`src/rtl/fib_sink_pkg.sv`:
```
// Shared types and constants for the Fibonacci stream sink and its checker.
package fib_sink_pkg;

  // Width of one generator sample.
  localparam int BYTE_W = 8;

  // Default FIFO depth (power of two, at least 2) and counter width.
  localparam int DEF_DEPTH = 4;
  localparam int DEF_CNT_W = 16;

  // Checker progress: two priming samples, then steady-state checking.
  typedef enum logic [1:0] {
    PRIME0 = 2'd0,
    PRIME1 = 2'd1,
    CHECK  = 2'd2
  } chk_state_t;

  // Next term of the mod-256 recurrence; the carry out is dropped on purpose.
  function automatic logic [BYTE_W-1:0] fib_next(input logic [BYTE_W-1:0] older,
                                                 input logic [BYTE_W-1:0] newer);
    logic [BYTE_W-1:0] sum;
    sum = older + newer;
    return sum;
  endfunction

endpackage

```
`src/rtl/fib_recurrence_checker.sv`:
```
// Watches every sample strobe and flags the first value that breaks
// x[n] = x[n-1] + x[n-2] (mod 256). The history always follows the real
// stream, so after a bad sample checking continues from the actual values.
module fib_recurrence_checker
  import fib_sink_pkg::*;
(
  input  logic              clk,
  input  logic              rst,
  input  logic              in_valid,
  input  logic [BYTE_W-1:0] in_data,
  output logic              seq_err,
  output logic [BYTE_W-1:0] err_value
);

  chk_state_t        state_reg;
  chk_state_t        state_next;
  logic [BYTE_W-1:0] prev1_reg;
  logic [BYTE_W-1:0] prev2_reg;
  logic              seq_err_reg;
  logic [BYTE_W-1:0] err_value_reg;

  // Decoded per-cycle actions produced by the output process.
  logic              load_prev1;
  logic              shift_prev2;
  logic              mismatch;

  // State register: reset returns to priming.
  always_ff @(posedge clk) begin
    if (rst) begin
      state_reg <= PRIME0;
    end else begin
      state_reg <= state_next;
    end
  end

  // Next-state logic: advance only on a sample strobe.
  always_comb begin
    state_next = state_reg;
    if (in_valid) begin
      case (state_reg)
        PRIME0:  state_next = PRIME1;
        PRIME1:  state_next = CHECK;
        CHECK:   state_next = CHECK;
        default: state_next = PRIME0;
      endcase
    end
  end

  // Output decode: which history registers move and whether the sample is bad.
  always_comb begin
    load_prev1  = 1'b0;
    shift_prev2 = 1'b0;
    mismatch    = 1'b0;
    if (in_valid) begin
      case (state_reg)
        PRIME0: begin
          load_prev1 = 1'b1;
        end
        PRIME1: begin
          load_prev1  = 1'b1;
          shift_prev2 = 1'b1;
        end
        CHECK: begin
          load_prev1  = 1'b1;
          shift_prev2 = 1'b1;
          mismatch    = (in_data != fib_next(prev2_reg, prev1_reg));
        end
        default: begin
          load_prev1 = 1'b0;
        end
      endcase
    end
  end

  // History registers: shift in every accepted sample, good or bad.
  always_ff @(posedge clk) begin
    if (rst) begin
      prev1_reg <= '0;
      prev2_reg <= '0;
    end else begin
      if (load_prev1) begin
        prev1_reg <= in_data;
      end
      if (shift_prev2) begin
        prev2_reg <= prev1_reg;
      end
    end
  end

  // Sticky error flag; only the first offending sample is captured.
  always_ff @(posedge clk) begin
    if (rst) begin
      seq_err_reg   <= 1'b0;
      err_value_reg <= '0;
    end else if (mismatch && !seq_err_reg) begin
      seq_err_reg   <= 1'b1;
      err_value_reg <= in_data;
    end
  end

  assign seq_err   = seq_err_reg;
  assign err_value = err_value_reg;

endmodule

```
`src/rtl/fib_stream_sink.sv`:
```
// Consumer of the 8-bit Fibonacci generator: checks the recurrence, buffers
// samples in a small FIFO with a valid/ready output, and keeps sticky status
// and saturating counters. It never back-pressures the generator; samples
// that arrive while the FIFO is full and not draining are dropped.
module fib_stream_sink
  import fib_sink_pkg::*;
#(
  parameter int DEPTH = DEF_DEPTH,
  parameter int CNT_W = DEF_CNT_W
) (
  input  logic              clk,
  input  logic              rst,
  input  logic              in_valid,
  input  logic [BYTE_W-1:0] in_data,
  output logic              out_valid,
  input  logic              out_ready,
  output logic [BYTE_W-1:0] out_data,
  output logic              seq_err,
  output logic [BYTE_W-1:0] err_value,
  output logic              overflow,
  output logic [CNT_W-1:0]  acc_count,
  output logic [CNT_W-1:0]  drop_count
);

  localparam int             PTR_W      = $clog2(DEPTH);
  localparam logic [PTR_W:0] FULL_COUNT = (PTR_W + 1)'(DEPTH);

  // FIFO storage and bookkeeping. DEPTH is a power of two, so the
  // pointers wrap naturally at their own width.
  logic [BYTE_W-1:0] mem [DEPTH];
  logic [PTR_W-1:0]  wr_ptr_reg;
  logic [PTR_W-1:0]  rd_ptr_reg;
  logic [PTR_W:0]    count_reg;

  logic              overflow_reg;
  logic [CNT_W-1:0]  acc_count_reg;
  logic [CNT_W-1:0]  drop_count_reg;

  logic              full;
  logic              empty;
  logic              pop;
  logic              push;
  logic              drop;

  assign full  = (count_reg == FULL_COUNT);
  assign empty = (count_reg == '0);

  // A full FIFO that is popped in the same cycle frees a slot for the sample.
  assign pop  = !empty && out_ready;
  assign push = in_valid && (!full || pop);
  assign drop = in_valid && full && !pop;

  // Sample storage; no reset needed because empty entries are never shown.
  always_ff @(posedge clk) begin
    if (push) begin
      mem[wr_ptr_reg] <= in_data;
    end
  end

  // Pointers and occupancy; simultaneous push and pop keep the count.
  always_ff @(posedge clk) begin
    if (rst) begin
      wr_ptr_reg <= '0;
      rd_ptr_reg <= '0;
      count_reg  <= '0;
    end else begin
      if (push) begin
        wr_ptr_reg <= wr_ptr_reg + PTR_W'(1);
      end
      if (pop) begin
        rd_ptr_reg <= rd_ptr_reg + PTR_W'(1);
      end
      case ({push, pop})
        2'b10:   count_reg <= count_reg + (PTR_W + 1)'(1);
        2'b01:   count_reg <= count_reg - (PTR_W + 1)'(1);
        default: count_reg <= count_reg;
      endcase
    end
  end

  // Sticky overflow and saturating accept/drop counters.
  always_ff @(posedge clk) begin
    if (rst) begin
      overflow_reg   <= 1'b0;
      acc_count_reg  <= '0;
      drop_count_reg <= '0;
    end else begin
      if (drop) begin
        overflow_reg <= 1'b1;
      end
      if (push && (acc_count_reg != '1)) begin
        acc_count_reg <= acc_count_reg + CNT_W'(1);
      end
      if (drop && (drop_count_reg != '1)) begin
        drop_count_reg <= drop_count_reg + CNT_W'(1);
      end
    end
  end

  // Head of the FIFO; forced to zero while empty so stale data never leaks.
  always_comb begin
    out_data = '0;
    if (!empty) begin
      out_data = mem[rd_ptr_reg];
    end
  end

  assign out_valid  = !empty;
  assign overflow   = overflow_reg;
  assign acc_count  = acc_count_reg;
  assign drop_count = drop_count_reg;

  // The checker sees every strobe, including samples the FIFO drops.
  fib_recurrence_checker u_checker (
    .clk       (clk),
    .rst       (rst),
    .in_valid  (in_valid),
    .in_data   (in_data),
    .seq_err   (seq_err),
    .err_value (err_value)
  );

endmodule
```
`config.mk`:
```
export PLATFORM = sky130hd
export DESIGN_NAME = fib_stream_sink
export DESIGN_NICKNAME = d
export VERILOG_FILES = /design/src/rtl/fib_sink_pkg.sv /design/src/rtl/fib_recurrence_checker.sv /design/src/rtl/fib_stream_sink.sv
export SDC_FILE = /design/constraint.sdc
export NUM_CORES = 1
export LEC_CHECK = 0
export ABC_AREA = 1
export CORE_MARGIN = 2
export CORE_UTILIZATION = 55
export CTS_CLUSTER_DIAMETER = 30
export DETAILED_ROUTE_END_ITERATION = 8
export PLACE_DENSITY = 0.9
export SLEW_MARGIN = 20
export SYNTH_ARGS = -nofsm -noshare
export SYNTH_HDL_FRONTEND = slang
export SYNTH_SLANG_ARGS = --single-unit
export TNS_END_PERCENT = 10
```
`constraint.sdc`:
```
create_clock -name clk -period 2.9 [get_ports clk]
set_clock_uncertainty 0.1 [all_clocks]
set_input_delay 0.29 -clock clk [delete_from_list [all_inputs] [get_ports clk]]
set_output_delay 0.29 -clock clk [all_outputs]
set_load 0.1 [all_outputs]
```
==> summary.md, run 1 <==
| Metric | Value |
|---|---|
| Die width | between 90 and 100 um |
| Routed len/inst | roughly 13 um |
| Tcrit/Tclk final | a little under nine tenths |
| Worst Tran Pin Value | slightly below 0.8 ns |
| Synth Area in Compound Gates | a little under an eighth |
| Via-to-Cell Ratio | roughly 5.3 |
| Largest family of logic cells by synthesized area | simple AND/OR/NAND/NOR gates |
| HP Class | reg2reg |
| Filler cells | just over 700 |
| DP HPWL | 7.81 mm |
| Slew headroom | around 48% |
| Leading area contributor after synthesis | dfxtp_1 |
| Asr flop ratio synth | 0% |
| Max reg flops | 32 |
| Largest net degree at the start of global routing | 26 |
| Post-synthesis sequential area ratio | between 40% and 50% |
| Hold_sp | u_checker.prev2_reg[0]$_SDFFE_PP0P_ |
| Maxcap violations | 0 |
| #FFs+latches synth | just over 100 |
| Achievable Freq | about 400 MHz |
| Share of cells above drive strength 1 | between 10% and 20% |
| CTS sink cnt | around 100 |
| Fin. Hold Viols | 0 |
| Status | complete, no violations |
| Starting Density | between 50% and 60% |
| Multi-input logic area | between 2000 and 2500 um2 |
| Most frequent cell after synthesis | nand2_1 |
| Antenna Diode Count | 0 |
| CP Capture Type | flip-flop |
| Min Clock Period, post-route | 2.50 ns |
| Crit-path max FO | 9 |
| Final Instance Count excl. Fillers | approximately 810 |
| Gpl congestion | just over 0.9 |
| Synthesized netlist cell count | ~630 |
| Most frequent cells after synthesis | nand2_1 (124), nor2_1 (92), dfxtp_1 (69), a21oi_1 (68), inv_1 (66) |
| Initial DRC Count | roughly 160 |
| PD cells | approximately 700 nW/um2 |
| Global-route wire length before repair | 18.0 mm |
| # IOs | 63 |
| Port bufs | just over 60 |
| CP arrival | between 2 and 3 ns |
| Vias in the first global route | 4045 |
| CTS Buffer Depth | 2 |
| Layout area overhead | 15.5% |
| Die height | about 99 um |
| Clock slew at reported path FFs | ~0.10 ns |
| Grt ovf | 0 |
| Crit Reg-Reg Startpoint | count_reg[1]$_SDFFE_PP0P_ |
| Cts repair resizes | 0 |
| Adder-cell share of the synthesized area | 5.10% |
| Post-place setup slack | 0.450 ns |
| Final slew viol count | 0 |
| CP required | around 3.1 ns |
| Final setup margin | 0.405 ns |
| Vias post-DR | ~4300 |
| DRC | 0 |
| DR pass1 iterations | 5 |
| Worst Setup SP | count_reg[1]$_SDFFE_PP0P_ |
| Post-CTS setup buffer count | 0 |
| GRT Resource Usage Total | about 22% |
| Initial antenna violation count | 0 |
| Setup-failing EPs final | 0 |
| Top FF cell, synth | dfxtp_1 |
| CTS Buf Count | 9 |
| Routed Antenna Nets | 0 |
| CTS tree | done |
| Startpoint Class | flip-flop |
| Synth Area in XOR/XNOR | ~4.1% |
| Avg Cell Area, Syn | about 7.8 um2 |
| Leakage power | 2.37 nW |
| H-tree Lvls | 3 |
| Synth Net Count | ~660 |
| Count of cell types in the netlist | 32 |
| Synth warn | 0 |
| Synth Area in Simple Gates | around a quarter |
| Post-synth EDFFs | 32 |
| VDD IR max | about 0.48 mV |
| Placed insts | roughly 790 |
| Clk root buf | clkbuf_8 |
| Seq. cell area | approximately 2300 um2 |
| Kind of critical path | reg2reg |
| Clock Latency Late Sink | ~0.37 ns |
| Row Count | 34 |
| WL final | roughly 11 mm |
| Top cell type's share of synthesized area | between 20 and 30% |
| Core Footprint | ~8700 um2 |
| Mapped Area | between 4000 and 5000 um2 |
| Multiplexer share of the synthesized area | 0% |
| Fin nets | roughly 720 |
| RSZ-0062 raised after global routing | no |
| Die area | between 9000 and 10000 um2 |
| Hold buffers post-CTS | 0 |
| Synth area leaders | dfxtp_1 (28%), edfxtp_1 (19%), nand2_1 (9.4%) |
==> placed cells by master (no fill, tap or decap), types with 2 or more instances in the layout <==
| master | count |
|---|---|
| edfxtp_1 | 32 |
| ha_1 | 17 |
| xor2_1 | 10 |
| nand3b_1 | 4 |
| nor2_1 | 92 |
| a21oi_1 | 68 |
| fa_1 | 2 |
| nand2_2 | 4 |
| inv_2 | 4 |
| nand3_1 | 39 |
| xnor2_1 | 13 |
| nor4_1 | 2 |
| inv_1 | 66 |
| nand2_1 | 124 |
| clkbuf_8 | 9 |
| dfxtp_1 | 69 |
| o21ai_0 | 46 |
| clkinv_1 | 2 |
| buf_4 | 54 |
| o21ai_1 | 2 |
| clkdlybuf4s50_1 | 11 |
| nand4_1 | 6 |
| nor2_2 | 4 |
| inv_6 | 2 |
| nor3_1 | 4 |
==> layer usage <==
metal,up-vias,wire (um),global-route usage (%)
li1,2175,-,-
met3,18,703,5.46
met5,-,0,0
met1,1995,4620,27.7
met2,117,5270,38.5
met4,0,192,7.59
==> layout make-up <==
cell class                 count  area share, %
sequential                   101           40.9
multi-input combinational    442           39.1
timing repair buffer          66           9.35
inverter                      72           4.72
tap                          108           2.36
clock buffer                   9           2.16
clock inverter                 7           1.40
==> worst max-delay path, cell delays in order, from the launching register on <==
cell and delay, ns:
dfxtp_1 0.36, nor2_1 0.07, nand2_1 0.08, clkinv_1 0.26
nor2_1 0.34, ha_1 0.21, inv_1 0.07, fa_1 0.39
a21oi_1 0.17, o21ai_0 0.13, o21ai_0 0.17, a21oi_1 0.06
==> power breakdown <==
| group | total (mW) | internal [mW] | switching [mW] |
|---|---|---|---|
| logic | 1.46 | 0.319 | 1.14 |
| clock network | 0.927 | 0.410 | 0.517 |
| registers | 1.64 | 1.56 | 0.0810 |
| total | 4.03 | 2.28 | 1.74 |
==> logic make-up after synthesis <==
family                     count (synthesis)
AOI/OAI and AO/OA                        117
xor gates and xnor gates                  23
adders and majority gates                 19
buffers and inverters                     90
DFF                                      101
and+or+nand+nor                          283
==> per-stage QoR <==
stage / instance area [um2] / hold WS (ns) / total power [mW] / util (%) / TNS, ns
3_3_place_gp: 5520 / 0.353 / 3.09 / 63.3 / 0
2_1_floorplan: 4960 / 0.259 / 2.82 / - / -4.07
5_1_grt: 5730 / 0.419 / 4.21 / 65.7 / 0
4_1_cts: 5730 / 0.400 / 4.03 / 65.7 / 0
3_5_place_dp: 5520 / 0.368 / 3.13 / 63.3 / 0
6_report: 5730 / 0.399 / 4.03 / 65.7 / 0
==> worst paths after layout <==
| path | end | slack, ns | cells after the start |
|---|---|---|---|
| setup / recovery | count_reg[2]$_SDFFE_PP0P_ | 0.40 | 11 |
| hold / removal | u_checker.prev2_reg[0]$_SDFFE_PP0P_ | 0.40 | 2 |
| setup reg to reg | count_reg[2]$_SDFFE_PP0P_ | 0.40 | 11 |
| hold reg to reg | u_checker.prev2_reg[0]$_SDFFE_PP0P_ | 0.40 | 2 |
Power figures use the tool's default switching activity.
==> inputs of run 2 (changes only) <==
ABC_AREA = 0   (was 1)
PLACE_DENSITY = 0.91   (was 0.9)
SETUP_SLACK_MARGIN = 0.2   (was unset)
==> run 2 against run 1 <==
Net effect: sequential share of layout area rose by 2.0 points; non-clock buffer count rose by 4; cell count fell by 25%; hold slack got worse by 0.11 ns; total power fell by 6.5%; flip-flop and latch count did not move; die area fell by 5.7%; first-iteration DRC count did not move; register-to-register slack improved by 0.03 ns; global-route usage fell by 1.5 points; combinational power fell by 16%; largest power group unchanged.
==> summary.md, run 2 <==
| Metric | Value |
|---|---|
| Status | complete, no violations |
| Fin nets | around 530 |
| Hold_sp | rst |
| Worst Tran Pin Value | roughly 0.65 ns |
| Post-place setup slack | roughly 0.11 ns |
| Leading area contributor after synthesis | dfxtp_1 |
| Routed Antenna Nets | 0 |
| Post-synthesis sequential area ratio | 50.3% |
| WP buf/inv | 1 |
| #FFs+latches synth | about 100 |
| Vias in the first global route | 3263 |
| Clock slew at reported path FFs | roughly 0.1 ns |
| Vias post-DR | approximately 3400 |
| RR Endpoint | u_checker.err_value[4]$_SDFFE_PP0P_ |
| Final setup margin | between 0.4 and 0.5 ns |
| DP HPWL | 6.51 mm |
| CP arrival | around 2.6 ns |
| Gpl congestion | 0.883 |
| Initial antenna violation count | 0 |
| Net Sw Frac | 38.9% |
| Die height | about 96 um |
| Tcrit/Tclk final | a little under nine tenths |
| Hold Crit Depth | 2 |
| Layout area overhead | 17.1% |
| Crit path max-delay family | adder cells |
| Avg Cell Area, Syn | approximately 11 um2 |
| PD cells | just under 700 nW/um2 |
| CP Capture Type | flip-flop |
| Clock Latency Late Sink | roughly 0.37 ns |
| Count of cell types in the netlist | 48 |
| Met3 GRT Util | between 5 and 6% |
| Clock share of power | approximately a quarter |
| CTS Buffer Depth | 2 |
| Internal power | between 2 and 2.5 mW |
| GRT Resource Usage Total | approximately a fifth |
| Via-to-Cell Ratio | around 5.6 |
| Max reg flops | 32 |
| CTS sink cnt | 101 |
| Final Cell Area | 5460 um2 |
| Busiest layer in global routing | met2 |
| VDD IR max | 0.504 mV |
| Global-route wire length before repair | about 15 mm |
| Port bufs | 62 |
| Die width | 96.1 um |
| H-tree Lvls | 3 |
| Die area | 9230 um2 |
| Asr flop ratio synth | 0% |
| Clk root buf | clkbuf_8 |
| Slew headroom | a little under three fifths |
| Area after DPL | 5260 um2 |
| Starting Density | between 50% and 60% |
| CP Cell Sequence | ha_1 > fa_1 > a21o_1 > a21oi_1 > xnor2_1 > nor4_1 > a31oi_1 > buf_4 > mux2i_1 |
| Setup-failing EPs final | 0 |
| DRC | 0 |
| Cts repair resizes | 0 |
| CP max-delay cell | fa_1 |
| Routed len/inst | approximately 15 um |
| Row Count | 33 |
| Comb power frac | between 30 and 40% |
| Filler cells | 630 |
| Setup_tns | 0 ns |
| Synth Net Count | about 460 |
| Maxcap violations | 0 |
| WL final | 8.94 mm |
| Min Clock Period, post-route | between 2 and 2.5 ns |
| Achievable Freq | 405 MHz |
| Core Footprint | 8220 um2 |
| CTS tree | done |
| Grt ovf | 0 |
| Most common cell after layout, fill and taps aside | dfxtp_1 |
| Most frequent cells after synthesis | dfxtp_1 (69), nor2_1 (52), edfxtp_1 (32), xnor2_1 (30), nand3_1 (23) |
| Mapped Area | 4660 um2 |
| Largest net degree at the start of global routing | 33 |
| Final slew viol count | 0 |
| Leakage power | roughly 2.1 nW |
| Antenna Diode Count | 0 |
| CTS Buf Count | 9 |
| Top FF cell, synth | dfxtp_1 |
| Sw power | 1.47 mW |
| Synth warn | 0 |
| Post-CTS setup buffer count | 0 |
| Grt met2 use | ~36% |
| Largest stage delay on the critical path | between 0.4 and 0.5 ns |
| Final Hold Slack | approximately 0.29 ns |
| Most frequent cells in the layout | dfxtp_1 (69), buf_4 (59), nor2_1 (52) |
| Hold buffers post-CTS | 0 |
| Synthesized netlist cell count | between 400 and 500 |
| Startpoint Class | flip-flop |
| WHS Endpoint | drop_count[4]$_SDFFE_PP0P_ |
| Top cell type's share of synthesized area | ~30% |
| RSZ-0062 raised after global routing | no |
| CP required | between 3 and 4 ns |
| Sequential share of power | 43.5% |
| Share of cells above drive strength 1 | 18.8% |
| M1 GR Usage | ~25% |
| Initial DRC Count | 164 |
| Synth area leaders | dfxtp_1 (30%), edfxtp_1 (21%), xnor2_1 (5.6%) |
| DR pass1 iterations | 5 |
| Fin. Hold Viols | 0 |
| Post-synth EDFFs | 32 |
| Reg2Reg Setup Slack | between 0.4 and 0.5 ns |
| HP Class | in2reg |
| Crit-path max FO | 8 |
| Cells on worst reg2reg path | 9 |
| Most frequent cell after synthesis | dfxtp_1 |
| # IOs | 63 |
| Worst Setup SP | u_checker.prev1_reg[0]$_SDFFE_PP0P_ |
| Crit Reg-Reg Startpoint | u_checker.prev1_reg[0]$_SDFFE_PP0P_ |
| Kind of critical path | reg2reg |
==> run 2: final cells by class <==
class                           instances  area (um2)  area share (%)
Tap cell                              105         131            2.41
Multi-Input combinational cell        299        2190            40.1
Clock buffer                            9         124            2.27
Timing Repair Buffer                   70         548            10.0
Sequential cell                       101        2340            42.9
Inverter                               14        52.6           0.963
Clock inverter                          7        71.3            1.31
==> run 2: logic make-up (layout without fill, tap and decap cells) <==
logic type | count (synthesis) | after routing | synth area share, %
simple gates | 164 | 164 | 18.5
fa+ha+maj | 19 | 19 | 5.42
flops | 101 | 101 | 50.3
compound gates | 43 | 43 | 6.44
mux | 28 | 28 | 8.16
buf+inv | 31 | 100 | 2.77
xor+xnor | 45 | 45 | 8.46
==> run 2: how the worst max path moves through the flow <==
stage	endpoint	slack, ns	cells past startpoint
after global routing	u_checker.err_value[4]$_SDFFE_PP0P_	0.22	9
after detailed placement	count_reg[2]$_SDFFE_PP0P_	0.11	10
after global placement	count_reg[2]$_SDFFE_PP0P_	0.19	10
after floorplan	acc_count[10]$_SDFFE_PP0P_	0.11	7
after CTS	u_checker.err_value[4]$_SDFFE_PP0P_	0.42	9
final	u_checker.err_value[4]$_SDFFE_PP0P_	0.43	9
==> run 2: worst register-to-register path, stage by stage (launching register included) <==
cell	delay, ns
dfxtp_1	0.34
ha_1	0.24
fa_1	0.43
a21o_1	0.19
a21oi_1	0.18
xnor2_1	0.10
nor4_1	0.30
a31oi_1	0.15
buf_4	0.21
mux2i_1	0.13
==> run 2: stage by stage <==
step	cells	total power, mW	util (%)
4_1_cts	605	3.80	66.4
5_1_grt	605	3.93	66.4
2_1_floorplan	431	2.66	-
3_5_place_dp	589	2.91	64.1
3_3_place_gp	589	2.88	64.1
6_report	605	3.77	66.4
==> run 2: power by group through the flow <==
stage	Clock [mW]	Combinational [mW]	Sequential (mW)
after CTS	0.921	1.24	1.64
after detailed placement	0	1.24	1.67
after global routing	0.969	1.30	1.65
after global placement	0	1.21	1.66
after floorplan	0	0.958	1.70
final	0.896	1.23	1.64
==> run 2: per-layer routing <==
metal	up-vias	routed length, um	part of all wire [%]
met2	124	4290	48
met5	-	0	0
li1	1625	-	-
met4	0	114	1.3
met3	10	609	6.8
met1	1618	3920	44
==> edit 1: new RTL, config.mk and constraints of run 2 <==
Re-encode `chk_state_t` (3 states) as one-hot, 3 bits wide.
--- a/src/rtl/fib_sink_pkg.sv
+++ b/src/rtl/fib_sink_pkg.sv
@@ -10,8 +10,8 @@
 
   // Checker progress: two priming samples, then steady-state checking.
-  typedef enum logic [1:0] {
-    PRIME0 = 2'd0,
-    PRIME1 = 2'd1,
-    CHECK  = 2'd2
+  typedef enum logic [2:0] {
+    PRIME0 = 3'b001,
+    PRIME1 = 3'b010,
+    CHECK  = 3'b100
   } chk_state_t;
 
Check against the original RTL: same outputs for any inputs over 4 cycles, from zero or initial values and one cycle with rst high; so few cycles prove little.
==> edit 1 against run 2 <==
- sequential cell count is 1 higher
- wire length up 12%
- synthesized area up 1.8%
- hold slack better by 0.015 ns
- worst setup slack worse by 0.037 ns
- maximum frequency shrank 1.5%
- count of clock-buffer cells in the layout is 1 higher
- final area grew 2.5%
- power is 0.89% higher
- via count rose by 7.3%
- critical endpoint is now count_reg[2]
- largest cell class unchanged
==> edit 1: results (changes against run 2) <==
status: "completed"  # unchanged
cpLargestDelayFamily: "simple AND/OR/NAND/NOR gates"  # was adder cells
pg_clk_w: 0.000913  # was 0.000896 W
p_clk_share_pct: 24.0  # was 23.8%
p_sw_w: 0.001478  # was 0.001466 W
synthCells: 446  # was 431
grt_use_total_pct: 21.69  # was 20.96%
rrSetupSlack_ns: 0.40  # was 0.43 ns
synth_cell_types: 51  # was 48
placed_area_mm2: 0.005384  # was 0.005264 mm2
critPathMaxFanout: 10  # was 8
critPathSlowestCell: "dfxtp_1"  # was fa_1
r2r_cells: 8  # was 9
whs_ns: 0.3005  # was 0.2859 ns
final_nets: 544  # was 526
routed_wl_um: 10020  # was 8936 um
final_cell_count_no_fill: 626  # was 605
hold_path_depth: 3  # was 2
netlist_top_cells_count: "dfxtp_1 (70), nor2_1 (52), edfxtp_1 (32)"  # was dfxtp_1 (69), nor2_1 (52), edfxtp_1 (32)
synth.area.top_cells: "dfxtp_1 (30%), edfxtp_1 (20%), xnor2_1 (4.4%)"  # was dfxtp_1 (30%), edfxtp_1 (21%), xnor2_1 (5.6%)
cellLeakagePower_nw: 2.147  # was 2.076 nW
synth_nets: 474  # was 462
arrival_ns: 2.69  # was 2.63 ns
max_freq_ghz: 0.3995  # was 0.4055 GHz
layout-drive-gt1-share_pct: 19.00  # was 18.80%
grt_max_degree: 69  # was 33
dpl.cell_count: 608  # was 589
nFillCells: 610  # was 630
share_comb_of_total_power_pct: 32.5  # was 32.7%
pre_cts_slack_ns: 0.2164  # was 0.1075 ns
grt_pass1_vias: 3402  # was 3263
timing.rr.end: "count_reg[2]"  # was u_checker.err_value[4]
grt_first_pass_wirelength_um: 16690  # was 14820 um
startpoint: "count_reg[0]"  # was u_checker.prev1_reg[0]
num_vias: 3623  # was 3377
worst-slew-pin-transition_ns: 0.7360  # was 0.6488 ns
first_iter_violations: 201  # was 164
min_to: "u_checker.state_reg[0]"  # was drop_count[4]
edit 1: cell families after synthesis:
kind of cell | count (synthesis) | share of synthesized area (%)
AND/OR/NAND/NOR | 162 | 18.02
multiplexers | 25 | 7.386
adder cells (fa/ha/maj) | 16 | 4.537
flip-flops | 102 | 49.80
buffers and inverters | 29 | 2.479
AO/OA/AOI/OAI | 73 | 10.58
XOR/XNOR | 39 | 7.201
edit 1: cell type report:
| class | instances | share of cell area [%] |
|---|---|---|
| sequential | 102 | 42.20 |
| multi-input combinational | 315 | 40.61 |
| timing repair buffer | 75 | 10.46 |
| tap | 105 | 2.347 |
| clock buffer | 10 | 2.280 |
| clock inverter | 6 | 1.229 |
| inverter | 13 | 0.8717 |
edit 1: layer usage:
layer	track usage (%)	up-vias	wire length [um]
li1	-	1753	-
met1	29.44	1741	4477
met2	35.31	116	4843
met3	4.697	13	578
met4	5.959	0	116
met5	0	-	0
edit 1: what timing repair did:
item,in CTS,in global routing
setup buffers,0,1
gates resized for setup,0,1
endpoints found under the setup margin,0,9
==> edit 2: new RTL, settings of run 2 <==
Made on the original files. `DEF_CNT_W`: 16 -> 32.
--- a/src/rtl/fib_sink_pkg.sv
+++ b/src/rtl/fib_sink_pkg.sv
@@ -7,5 +7,5 @@
   // Default FIFO depth (power of two, at least 2) and counter width.
   localparam int DEF_DEPTH = 4;
-  localparam int DEF_CNT_W = 16;
+  localparam int DEF_CNT_W = 32;
 
   // Checker progress: two priming samples, then steady-state checking.
Interface: changed (resized acc_count and drop_count); port bits go from 63 to 95. The function was not compared with the original's and may differ.
==> edit 2 against run 2 <==
- maximum frequency down 8.4%
- critical path depth shrank 2
- final area up 39%
- hold slack lost 0.17 ns
- power grew 43%
- worst setup slack lost 0.23 ns
- synthesized area rose by 29%
- sequential cell count grew 32
- sequential share of layout area is 3.1 points lower
- wire length up 54%
==> edit 2: results (changes against run 2) <==
peakVddDrop_v: 0.0006152  # was 0.0005042 V
cts_buffers: 17  # was 9
dpl.cell_count: 833  # was 589
max_slew_margin_pct: 49.90  # was 56.35%
grt_max_degree: 68  # was 33
layout-drive-gt1-share_pct: 22.62  # was 18.80%
p_sw_w: 0.001784  # was 0.001466 W
netlist_top_cells_count: "dfxtp_1 (101), nor2_1 (81), nand2_1 (42)"  # was dfxtp_1 (69), nor2_1 (52), edfxtp_1 (32)
whs_ns: 0.1209  # was 0.2859 ns
synthXorXnorAreaFrac_pct: 9.890  # was 8.456%
synth_compound_area_share_pct: 5.298  # was 6.443%
viasPerCell: 5.557  # was 5.582
synthAdderAreaFrac_pct: 4.197  # was 5.423%
die-area_mm2: 0.01180  # was 0.009227 mm2
grt_pass1_vias: 4704  # was 3263
io_buffers: 94  # was 62
grt_use_total_pct: 23.91  # was 20.96%
gp_congestion: 0.8105  # was 0.8827
nFillCells: 748  # was 630
die_width_um: 108.6  # was 96.06 um
yosysSeqAreaShare_pct: 49.53  # was 50.26%
rrSetupSlack_ns: 0.21  # was 0.43 ns
routedLengthMet1_um: 5760  # was 3918 um
synth.area.top_cells: "dfxtp_1 (34%), edfxtp_1 (16%), xnor2_1 (5.4%)"  # was dfxtp_1 (30%), edfxtp_1 (21%), xnor2_1 (5.6%)
min_to: "u_checker.seq_err"  # was drop_count[4]
status: "completed"  # unchanged
dpl.hpwl_um: 9550  # was 6505 um
r2r_cells: 7  # was 9
[edit 2: changes by cell type after synthesis, moves of 9 or more]
cell      before  now
dfxtp_1       69  101
nor2_1        52   81
nand2_1       18   42
xor2_1        15   31
nand3_1       23   33
nand4_1        7   17
clkbuf_1      12   21
[edit 2: metrics by stage]
stage	utilization, %	power [W]	instance area (um2)	setup TNS (ns)
floorplan	-	0.003090	6060	-1.600
global placement	65.01	0.003315	6985	0
detailed placement	65.01	0.003357	6985	0
CTS	70.49	0.005405	7575	0
global route	70.67	0.005578	7594	0
finish	70.67	0.005376	7594	0
[edit 2: final cells by class]
type | count | share of cell area [%]
Timing Repair Buffer | 108 | 11.14
Sequential cell | 133 | 39.78
Multi-Input combinational cell | 433 | 38.28
Clock inverter | 13 | 1.730
Clock buffer | 19 | 5.833
Inverter | 19 | 0.9392
Tap cell | 140 | 2.307
[edit 2: per-layer routing]
layer	GRT usage [%]	vias to the layer above
li1	-	2315
met1	28.79	2341
met2	42.46	134
met3	5.918	17
met4	6.777	0
met5	0	-
[edit 2: worst max-delay path, stage by stage (launching register included)]
cell and delay, ns:
dfxtp_4 0.36, and4_4 0.25, nand4_2 0.13, or3_1 0.50, or4b_1 0.70, nor3_1 0.28, xnor2_1 0.18, nor2_1 0.06
[edit 2: repair_timing]
item                                    CTS  global route
endpoints found under the setup margin    9            30
gates resized for setup                   5             4
gates cloned                              0             0
setup buffers                             0             0
pin swaps                                 0             0
[edit 2: power groups by stage]
stage	clock network, W	registers, W	logic [W]
finish	0.00206	0.00207	0.00125
detailed placement	0	0.00211	0.00125
global route	0.00217	0.00208	0.00132
CTS	0.00208	0.00207	0.00125
global placement	0	0.00210	0.00121
floorplan	0	0.00213	0.000956
